File: config.mk
export PLATFORM = sky130hd
export DESIGN_NAME = uart_rx_frame
export DESIGN_NICKNAME = d
export VERILOG_FILES = /design/src/rtl/uart_rx_frame.sv
export SDC_FILE = /design/constraint.sdc
export NUM_CORES = 1
export LEC_CHECK = 0
export CAP_MARGIN = 20
export CORE_ASPECT_RATIO = 0.8
export CORE_UTILIZATION = 40
export CTS_BUF_LIST = sky130_fd_sc_hd__clkbuf_4 sky130_fd_sc_hd__clkbuf_8
export DETAILED_ROUTE_END_ITERATION = 10
export GPL_TIMING_DRIVEN = 0
export HOLD_SLACK_MARGIN = 0.15
export PLACE_DENSITY = 0.59
export SYNTH_ARGS = -nofsm -noshare
export SYNTH_HDL_FRONTEND = slang
export SYNTH_SLANG_ARGS = --single-unit
File: constraint.sdc
create_clock -name rx_clk -period 2.3 [get_ports rx_clk]
set_input_delay 0.345 -clock rx_clk [delete_from_list [all_inputs] [get_ports rx_clk]]
set_output_delay 0.345 -clock rx_clk [all_outputs]
set_load 0.05 [all_outputs]
File: src/rtl/uart_rx_frame.sv
// Parametrised asynchronous serial receiver: configurable data width, parity, stop bits, bit period.
// Optional UART_RX_MAJORITY_EN: 2-of-3 majority vote around every mid-bit sample.
module uart_rx_frame #(
  parameter int unsigned CLKS_PER_BIT = 521,
  parameter int unsigned DATA_BITS    = 8,
  parameter int unsigned PARITY       = 0,
  parameter int unsigned STOP_BITS    = 1
) (
  input  logic                 rx_clk,
  input  logic                 rst,
  input  logic                 rx_in,
  output logic [DATA_BITS-1:0] rx_out,
  output logic                 rx_valid,
  output logic                 parity_err,
  output logic                 frame_err,
  output logic                 break_det,
  output logic                 busy
);

  localparam int unsigned CW = $clog2(CLKS_PER_BIT);
  localparam logic [CW-1:0] MID_START = CW'(CLKS_PER_BIT / 2);
  localparam logic [CW-1:0] MID_BIT   = CW'(CLKS_PER_BIT - 1);
  localparam logic [3:0]    LAST_DATA = 4'(DATA_BITS - 1);
  localparam logic          LAST_STOP = (STOP_BITS == 2);

  typedef enum logic [2:0] {
    S_IDLE, S_START, S_DATA, S_PARITY, S_STOP, S_DONE, S_WAIT_HIGH
  } state_t;

  state_t state, state_n;

  logic rx_meta, rx_s;
  logic rx_line, rx_bit, line_prev;

  always_ff @(posedge rx_clk or posedge rst) begin
    if (rst) begin
      rx_meta <= 1'b1;
      rx_s    <= 1'b1;
    end else begin
      rx_meta <= rx_in;
      rx_s    <= rx_meta;
    end
  end

`ifdef UART_RX_MAJORITY_EN
  // FSM runs one cycle behind rx_s so the vote can include the mid+1 sample.
  logic rx_d1, rx_d2;
  always_ff @(posedge rx_clk or posedge rst) begin
    if (rst) begin
      rx_d1 <= 1'b1;
      rx_d2 <= 1'b1;
    end else begin
      rx_d1 <= rx_s;
      rx_d2 <= rx_d1;
    end
  end
  assign rx_line = rx_d1;
  assign rx_bit  = (rx_s & rx_d1) | (rx_s & rx_d2) | (rx_d1 & rx_d2);
`else
  assign rx_line = rx_s;
  assign rx_bit  = rx_s;
`endif

  logic [CW-1:0]        cnt;
  logic [3:0]           bit_idx;
  logic                 stop_idx;
  logic [DATA_BITS-1:0] shreg;
  logic                 par_bit, stop_low, first_stop_low;
  logic                 cnt_clr, start_ok, data_smp, par_smp, stop_smp, done_go;
  logic                 bit_tick, par_xor, par_err_w, brk_w;

  assign bit_tick = (cnt == MID_BIT);
  assign busy     = (state != S_IDLE);

  always_ff @(posedge rx_clk or posedge rst) begin
    if (rst) state <= S_IDLE;
    else     state <= state_n;
  end

  always_comb begin
    state_n  = state;
    cnt_clr  = 1'b0;
    start_ok = 1'b0;
    data_smp = 1'b0;
    par_smp  = 1'b0;
    stop_smp = 1'b0;
    done_go  = 1'b0;
    unique case (state)
      S_IDLE: begin
        if (line_prev && !rx_line) begin
          state_n = S_START;
          cnt_clr = 1'b1;
        end
      end
      S_START: begin
        if (cnt == MID_START) begin
          cnt_clr = 1'b1;
          if (rx_bit) begin
            state_n = S_IDLE;
          end else begin
            state_n  = S_DATA;
            start_ok = 1'b1;
          end
        end
      end
      S_DATA: begin
        if (bit_tick) begin
          cnt_clr  = 1'b1;
          data_smp = 1'b1;
          if (bit_idx == LAST_DATA) state_n = (PARITY != 0) ? S_PARITY : S_STOP;
        end
      end
      S_PARITY: begin
        if (bit_tick) begin
          cnt_clr = 1'b1;
          par_smp = 1'b1;
          state_n = S_STOP;
        end
      end
      S_STOP: begin
        if (bit_tick) begin
          cnt_clr  = 1'b1;
          stop_smp = 1'b1;
          if (stop_idx == LAST_STOP) begin
            done_go = 1'b1;
            state_n = S_DONE;
          end
        end
      end
      S_DONE:      state_n = rx_line ? S_IDLE : S_WAIT_HIGH;
      S_WAIT_HIGH: if (rx_line) state_n = S_IDLE;
      default:     state_n = S_IDLE;
    endcase
  end

  // Flags are formed from the final stop sample in the same cycle it is taken.
  assign par_xor   = (^shreg) ^ par_bit;
  assign par_err_w = (PARITY == 1) ? ~par_xor : (PARITY == 2) ? par_xor : 1'b0;
  assign brk_w     = (shreg == '0) && ((PARITY == 0) || !par_bit)
                     && (stop_idx ? first_stop_low : !rx_bit);

  always_ff @(posedge rx_clk or posedge rst) begin
    if (rst) begin
      line_prev      <= 1'b1;
      cnt            <= '0;
      bit_idx        <= '0;
      stop_idx       <= 1'b0;
      shreg          <= '0;
      par_bit        <= 1'b0;
      stop_low       <= 1'b0;
      first_stop_low <= 1'b0;
      rx_out         <= '0;
      rx_valid       <= 1'b0;
      parity_err     <= 1'b0;
      frame_err      <= 1'b0;
      break_det      <= 1'b0;
    end else begin
      line_prev <= rx_line;
      rx_valid  <= 1'b0;
      if (cnt_clr)             cnt <= '0;
      else if (cnt != MID_BIT) cnt <= cnt + 1'b1;
      if (start_ok) begin
        bit_idx  <= '0;
        stop_idx <= 1'b0;
        stop_low <= 1'b0;
        par_bit  <= 1'b0;
      end
      if (data_smp) begin
        shreg   <= {rx_bit, shreg[DATA_BITS-1:1]};
        bit_idx <= bit_idx + 1'b1;
      end
      if (par_smp) par_bit <= rx_bit;
      if (stop_smp) begin
        stop_idx <= 1'b1;
        stop_low <= stop_low | !rx_bit;
        if (!stop_idx) first_stop_low <= !rx_bit;
      end
      if (done_go) begin
        rx_valid   <= 1'b1;
        rx_out     <= shreg;
        parity_err <= par_err_w;
        frame_err  <= stop_low | !rx_bit;
        break_det  <= brk_w;
      end
    end
  end

endmodule

==> results of run 1 <==
[worst paths after layout]
path                            slack, ps          startpoint                     to  cells past startpoint
worst max-delay path                  170  cnt[0]$_DFFE_PP0P_  rx_out[2]$_DFFE_PP0P_                      8
worst min-delay path                  360   rx_meta$_DFF_PP1_       rx_bit$_DFF_PP1_                      0
worst max register to register        170  cnt[0]$_DFFE_PP0P_  rx_out[2]$_DFFE_PP0P_                      8
worst min register to register        360   rx_meta$_DFF_PP1_       rx_bit$_DFF_PP1_                      0
max in group asynchronous            1210                 rst   state[0]$_DFFE_PP0P_                      2
min in group asynchronous             550                 rst   state[1]$_DFFE_PP0P_                      2
[cell usage after synthesis, drive strengths merged]
library cell	instances
a21o	2
nor3	11
clkbuf	3
a41o	1
a221oi	1
a21oi	1
and4	2
a32o	1
and2	2
a21boi	1
nand2b	7
a211o	2
and4bb	1
mux2	15
inv	7
conb	1
nor2	7
and3	4
nand2	20
o21ai	6
ha	3
dfstp	3
mux2i	2
o21a	1
a31oi	2
nand4	4
or3b	1
xnor2	4
dfrtp	38
xor2	4
nand3	7
and4b	1
nor3b	2
a22o	3
nor4	2
nor4b	1
buf	4
[flip-flops by register name (all words and copies together) (netlist names)]
| signal | flops |
|---|---|
| bit_idx | 4 |
| break_det | 1 |
| cnt | 10 |
| frame_err | 1 |
| line_prev | 1 |
| rx_bit | 1 |
| rx_meta | 1 |
| rx_out | 8 |
| rx_valid | 1 |
| shreg | 8 |
| state | 3 |
| stop_idx | 1 |
| stop_low | 1 |
[through the flow]
| stage | cell area, um2 | std cells |
|---|---|---|
| final | 2311 | 260 |
| after global routing | 2311 | 260 |
| after CTS | 2303 | 259 |
| after detailed placement | 2218 | 251 |
| after global placement | 2218 | 251 |
| after floorplan | 2003 | 177 |
[area by class of cell]
cell class,count,area share (%)
inverter,7,1.137
buffer,7,2.220
multi-input combinational,122,38.77
clock buffer,5,2.978
sequential,41,44.56
tap,60,3.249
clock inverter,3,0.7580
timing repair buffer,15,6.335
[where the power goes]
| group | leakage, nW | internal (W) | switching (W) | total, W |
|---|---|---|---|---|
| logic | 0.459 | 0.000102 | 0.000125 | 0.000227 |
| clock network | 0.0439 | 0.000210 | 0.000256 | 0.000465 |
| registers | 0.542 | 0.000786 | 0.0000996 | 0.000885 |
[critical path: stages (launching register included)]
cell,delay [ps]
dfrtp_1,420
inv_1,100
ha_1,160
nor4b_4,260
and3_1,200
buf_4,130
nor3b_4,250
buf_12,180
mux2_4,300
[kinds of logic after synthesis]
logic type | synth area share, %
buffers and inverters | 3.872
other | 0.1872
adder cells (fa/ha/maj) | 1.874
flip-flops | 51.41
XOR/XNOR | 3.497
multiplexers | 11.12
AND/OR/NAND/NOR | 20.55
AO/OA/AOI/OAI | 7.496
[metal layers]
layer	routed length, um	track usage, %
met5	0	0
met4	60	8.036
met3	131	3.889
met2	1638	22.69
met1	1985	22.91
[repair_timing]
action,4_1_cts,5_1_grt
resized for setup,1,0
hold buffers,0,0
buffers inserted,0,1
endpoints found under the setup margin,1,9
gates cloned,0,0
==> metrics.md, run 1 <==
| Metric | Value |
|---|---|
| Area leader, netlist | `dfrtp_1` |
| Worst Path Required | `2480 ps` |
| Share of cells above drive strength 1 | `18.50%` |
| RD Place Congestion | `0.8227` |
| Synth warn | `0` |
| Drt first pass iters | `4` |
| Setup violators final | `0` |
| Total power | `0.001578 W` |
| Pin count of the biggest net entering global routing | `42` |
| Num ports | `16` |
| Vias in the first global route | `1334` |
| Min-delay worst type | `reg -> reg` |
| CP Class | `reg -> reg` |
| Clock sinks | `41` |
| Synth Instances | `177` |
| Placed wire-length estimate | `2587 um` |
| FILL cells | `426` |
| Gr ovfl total | `0` |
| # DRC | `0` |
| Final TNS setup | `0 ps` |
| WL/cell | `14.68 um` |
| Die area | `5297 um2` |
| Root Driver | `clkbuf_8` |
| Clk buf depth | `2` |
| Fin. Hold Viols | `0` |
| Peak Freq | `470.1 MHz` |
| First-pass GRT wire length | `6341 um` |
| MaxCap Viol Count | `0` |
| Pwr per Cell Area | `682.7 nW/um2` |
| Skew-Pair Late Insertion Delay | `290 ps` |
| Max-slew headroom | `42.87%` |
| RSZ-0062 raised after global routing | `false` |
| Mapped cell area | `2003 um2` |
| Sequential Area | `1030 um2` |
| Status | `completed` |
| Worst setup EP type | `register` |
| Peak supply drop | `0.2579 mV` |
| N_diodes | `0` |
| Clk slew on worst S/H paths | `80 ps` |
| Post-layout util | `49.10%` |
| Via count | `1376` |
| Clock skew | `4.803 ps` |
| Most common cell after layout, fill and taps aside | `dfrtp_1` |
| Top post-synthesis cells by area | `dfrtp_1 (47%), mux2_4 (6.7%), dfstp_2 (3.9%)` |
| Area growth syn-to-layout | `15.37%` |
| Seq/Total Area, Yosys | `51.41%` |
| Post-synth top area share | `47.47%` |
| Number of DRC markers in iteration 0 | `82` |
| CORE AREA | `4707 um2` |
| Pre-CTS setup slack | `76.62 ps` |
| Synth cell types | `43` |
| Post-route ant nets | `0` |
| Core Rows | `22` |
| Port bufs | `14` |
| Tot GR Track Use | `16.12%` |
| Most frequent cells in the layout | `dfrtp_1 (38), nand2_1 (20), clkdlybuf4s50_1 (13)` |
| Crit share post-route | `92.48%` |
| Multi-input logic area | `895.9 um2` |
| CTS tree | `yes` |
| Initial Utilization | `42.56%` |
| Die width | `81.12 um` |
| Syn_area_per_cell | `11.32 um2` |
| Syn Nets | `183` |
| Initial antenna violation count | `0` |
| Setup crit start kind | `register` |
| Die span in y | `65.30 um` |
| Final Max Tran Viols | `0` |
| Synth Register Bits | `41` |
| Worst hold slack | `361.9 ps` |
| Min Tclk post-route | `2127 ps` |
| Via-to-Cell Ratio | `5.292` |
| CTS HTree Levels | `2` |
| Critical path fanouts, max | `10` |
| Critical path arrival | `2300 ps` |
| Slew @ Worst Pin | `855.7 ps` |
| Final WL | `3816 um` |
| Leak pwr | `1.045 nW` |
| Total CTS buffers | `5` |
| Final WS setup | `173.0 ps` |
| Nets | `205` |
Note: power is estimated with default switching activity, not from simulation.
==> run 2, diff against run 1 <==
--- a/config.mk
+++ b/config.mk
@@ -12,7 +12,6 @@
 export DETAILED_ROUTE_END_ITERATION = 10
 export GPL_TIMING_DRIVEN = 0
 export HOLD_SLACK_MARGIN = 0.15
-export PLACE_DENSITY = 0.59
 export SYNTH_ARGS = -nofsm -noshare
 export SYNTH_HDL_FRONTEND = slang
 export SYNTH_SLANG_ARGS = --single-unit
==> metrics.md, run 2 (same netlist as run 1, synthesis figures left out) <==
| Metric | Value |
|---|---|
| Status | `completed` |
| Seq pwr share | `51.4% (-4.7 points)` |
| Comb pwr share | `13.3% (-1.1 points)` |
| Pwr per Cell Area | `735.5 nW/um2 (+7.7%)` |
| Slew @ Worst Pin | `828.4 ps (-27.27 ps)` |
| Crit share post-route | `92.97% (+0.49 points)` |
| First-pass GRT wire length | `6327 um (-0.22%)` |
| Clk slew on worst S/H paths | `70 ps (about the same)` |
| Clock power share | `35.3% (+5.8 points)` |
| Max reg flops | `10 (unchanged)` |
| MaxCap Viol Count | `0 (unchanged)` |
| P_int | `0.001254 W (+14%)` |
| Die width | `81.12 um (unchanged)` |
| Peak supply drop | `0.3334 mV (+29%)` |
| Die area | `5297 um2 (unchanged)` |
| Drt first pass iters | `4 (unchanged)` |
| Fin. Hold Viols | `0 (unchanged)` |
| Biggest register | `cnt` |
| Pin count of the biggest net entering global routing | `42 (unchanged)` |
| Worst Path Required | `2470 ps (about the same)` |
| DP Cell Count | `251 (unchanged)` |
| CP Class | `reg -> reg` |
| Cts-stage hold buffer count | `0 (unchanged)` |
| Min Tclk post-route | `2138 ps (+11.32 ps)` |
| NetSw | `0.0004704 W (-2.0%)` |
| Clk buf depth | `2 (unchanged)` |
| N_diodes | `0 (unchanged)` |
| Setup crit start kind | `register` |
| Vias in the first global route | `1295 (-2.9%)` |
| CORE AREA | `4707 um2 (unchanged)` |
| RSZ-0062 raised after global routing | `false` |
| Via-to-Cell Ratio | `5.208 (-1.6%)` |
| Num ports | `16 (unchanged)` |
| Nets | `205 (unchanged)` |
| Final WL | `3697 um (-3.1%)` |
| Initial antenna violation count | `0 (unchanged)` |
| Skew-Pair Late Insertion Delay | `290 ps (about the same)` |
| RD Place Congestion | `0.8292 (+0.79%)` |
| Port bufs | `14 (unchanged)` |
| Sw Share | `27.27% (-3.1 points)` |
| Critical path fanouts, max | `10 (unchanged)` |
| Via count | `1354 (-1.6%)` |
| Area growth syn-to-layout | `17.05%` |
| Post-route ant nets | `0 (unchanged)` |
| Total power | `0.001725 W (+9.3%)` |
| Clock skew | `10.89 ps (+6.086 ps)` |
| Max-slew headroom | `44.69% (+1.8 points)` |
| Share of cells above drive strength 1 | `18.50% (unchanged)` |
| Total CTS buffers | `5 (unchanged)` |
| Min-delay worst type | `reg -> reg` |
| WL/cell | `14.22 um (-3.1%)` |
| Setup violators final | `0 (unchanged)` |
| Worst setup EP type | `register` |
| Root Driver | `clkbuf_8` |
| # DRC | `0 (unchanged)` |
| Fin cells | `260 (unchanged)` |
| Core Rows | `22 (unchanged)` |
| Pre-CTS setup slack | `101.9 ps (+25.25 ps)` |
| Most frequent cells in the layout | `dfrtp_1 (38), nand2_1 (20), clkdlybuf4s50_1 (13)` |
| Critical path arrival | `2310 ps (about the same)` |
| Leak pwr | `1.063 nW (+1.7%)` |
| Final Max Tran Viols | `0 (unchanged)` |
| Number of DRC markers in iteration 0 | `107 (+30%)` |
| Top Registers | `cnt (10), rx_out (8), shreg (8)` |
| Tot GR Track Use | `16.04% (-0.080 points)` |
| CTS HTree Levels | `2 (unchanged)` |
| Die span in y | `65.30 um (unchanged)` |
| Most common cell after layout, fill and taps aside | `dfrtp_1` |
| CTS tree | `yes` |
| Final TNS setup | `0 ps (unchanged)` |
| Placed wire-length estimate | `2603 um (+0.60%)` |
| Reg2reg setup slack | `160 ps (about the same)` |
| Gr ovfl total | `0 (unchanged)` |
| Initial Utilization | `42.56% (unchanged)` |
| Clock sinks | `41 (unchanged)` |
| Final WS setup | `161.6 ps (-11.32 ps)` |
| Peak Freq | `467.6 MHz (-0.53%)` |
-- run 2: cell count changes in the layout (fill, tap and decap cells not counted), sizes merged --
cell      change
clkbuf        +2
clkinv        -2
bufinv        +1
clkinvlp      -1
-- run 2: metal layers --
layer  vias to the layer above  global-route usage (%)  share of wire (%)
li1                        664                       -                  -
met1                       658                   24.20                 53
met2                        25                   21.85                 42
met3                         7                   3.889                4.0
met4                         0                   6.027                1.5
met5                         -                       0                  0
-- run 2: final timing paths --
check                                   startpoint                    end  cells past startpoint
worst max-delay path            cnt[0]$_DFFE_PP0P_  rx_out[2]$_DFFE_PP0P_                      8
worst min-delay path             rx_meta$_DFF_PP1_       rx_bit$_DFF_PP1_                      0
worst max register to register  cnt[0]$_DFFE_PP0P_  rx_out[2]$_DFFE_PP0P_                      8
worst min register to register   rx_meta$_DFF_PP1_       rx_bit$_DFF_PP1_                      0
max in group asynchronous                      rst     cnt[1]$_DFFE_PP0P_                      2
min in group asynchronous                      rst     rx_valid$_DFF_PP0_                      2
-- run 2: cell type report --
class | instances | area, um2
fill | 407 | 2362
sequential | 41 | 1030
multi-input combinational | 122 | 895.9
timing repair buffer | 15 | 146.4
clock buffer | 7 | 90.09
tap | 60 | 75.07
buffer | 7 | 51.30
clock inverter | 1 | 30.03
inverter | 7 | 26.28
-- run 2: through the flow --
step	utilization, %	cell area [um2]	hold WS [ps]
detailed placement	47.13	2218	353.7
CTS	49.65	2337	364.8
global placement	47.13	2218	346.7
global route	49.81	2345	366.8
finish	49.81	2345	362.6
floorplan	-	2003	345.2
-- run 2: critical path: stages (launching register included) --
cell and delay, ps:
dfrtp_1 420, inv_1 100, ha_1 150, nor4b_4 270, and3_1 210, buf_4 130, nor3b_4 250, buf_12 180
mux2_4 300
-- run 2: power groups by stage --
stage	logic (W)	clock network [W]	registers, W
floorplan	0.000177	0	0.000872
global placement	0.000205	0	0.000887
detailed placement	0.000225	0	0.000894
CTS	0.000226	0.000626	0.000881
global route	0.000257	0.000655	0.000895
finish	0.000230	0.000609	0.000886
-- run 2: repair_timing --
item                                   CTS  global route
endpoints found under the hold margin    0             0
gates cloned                             0             0
setup endpoints to repair                1             9
pin swaps                                0             0
buffers inserted                         0             1
resized for setup                        1             0
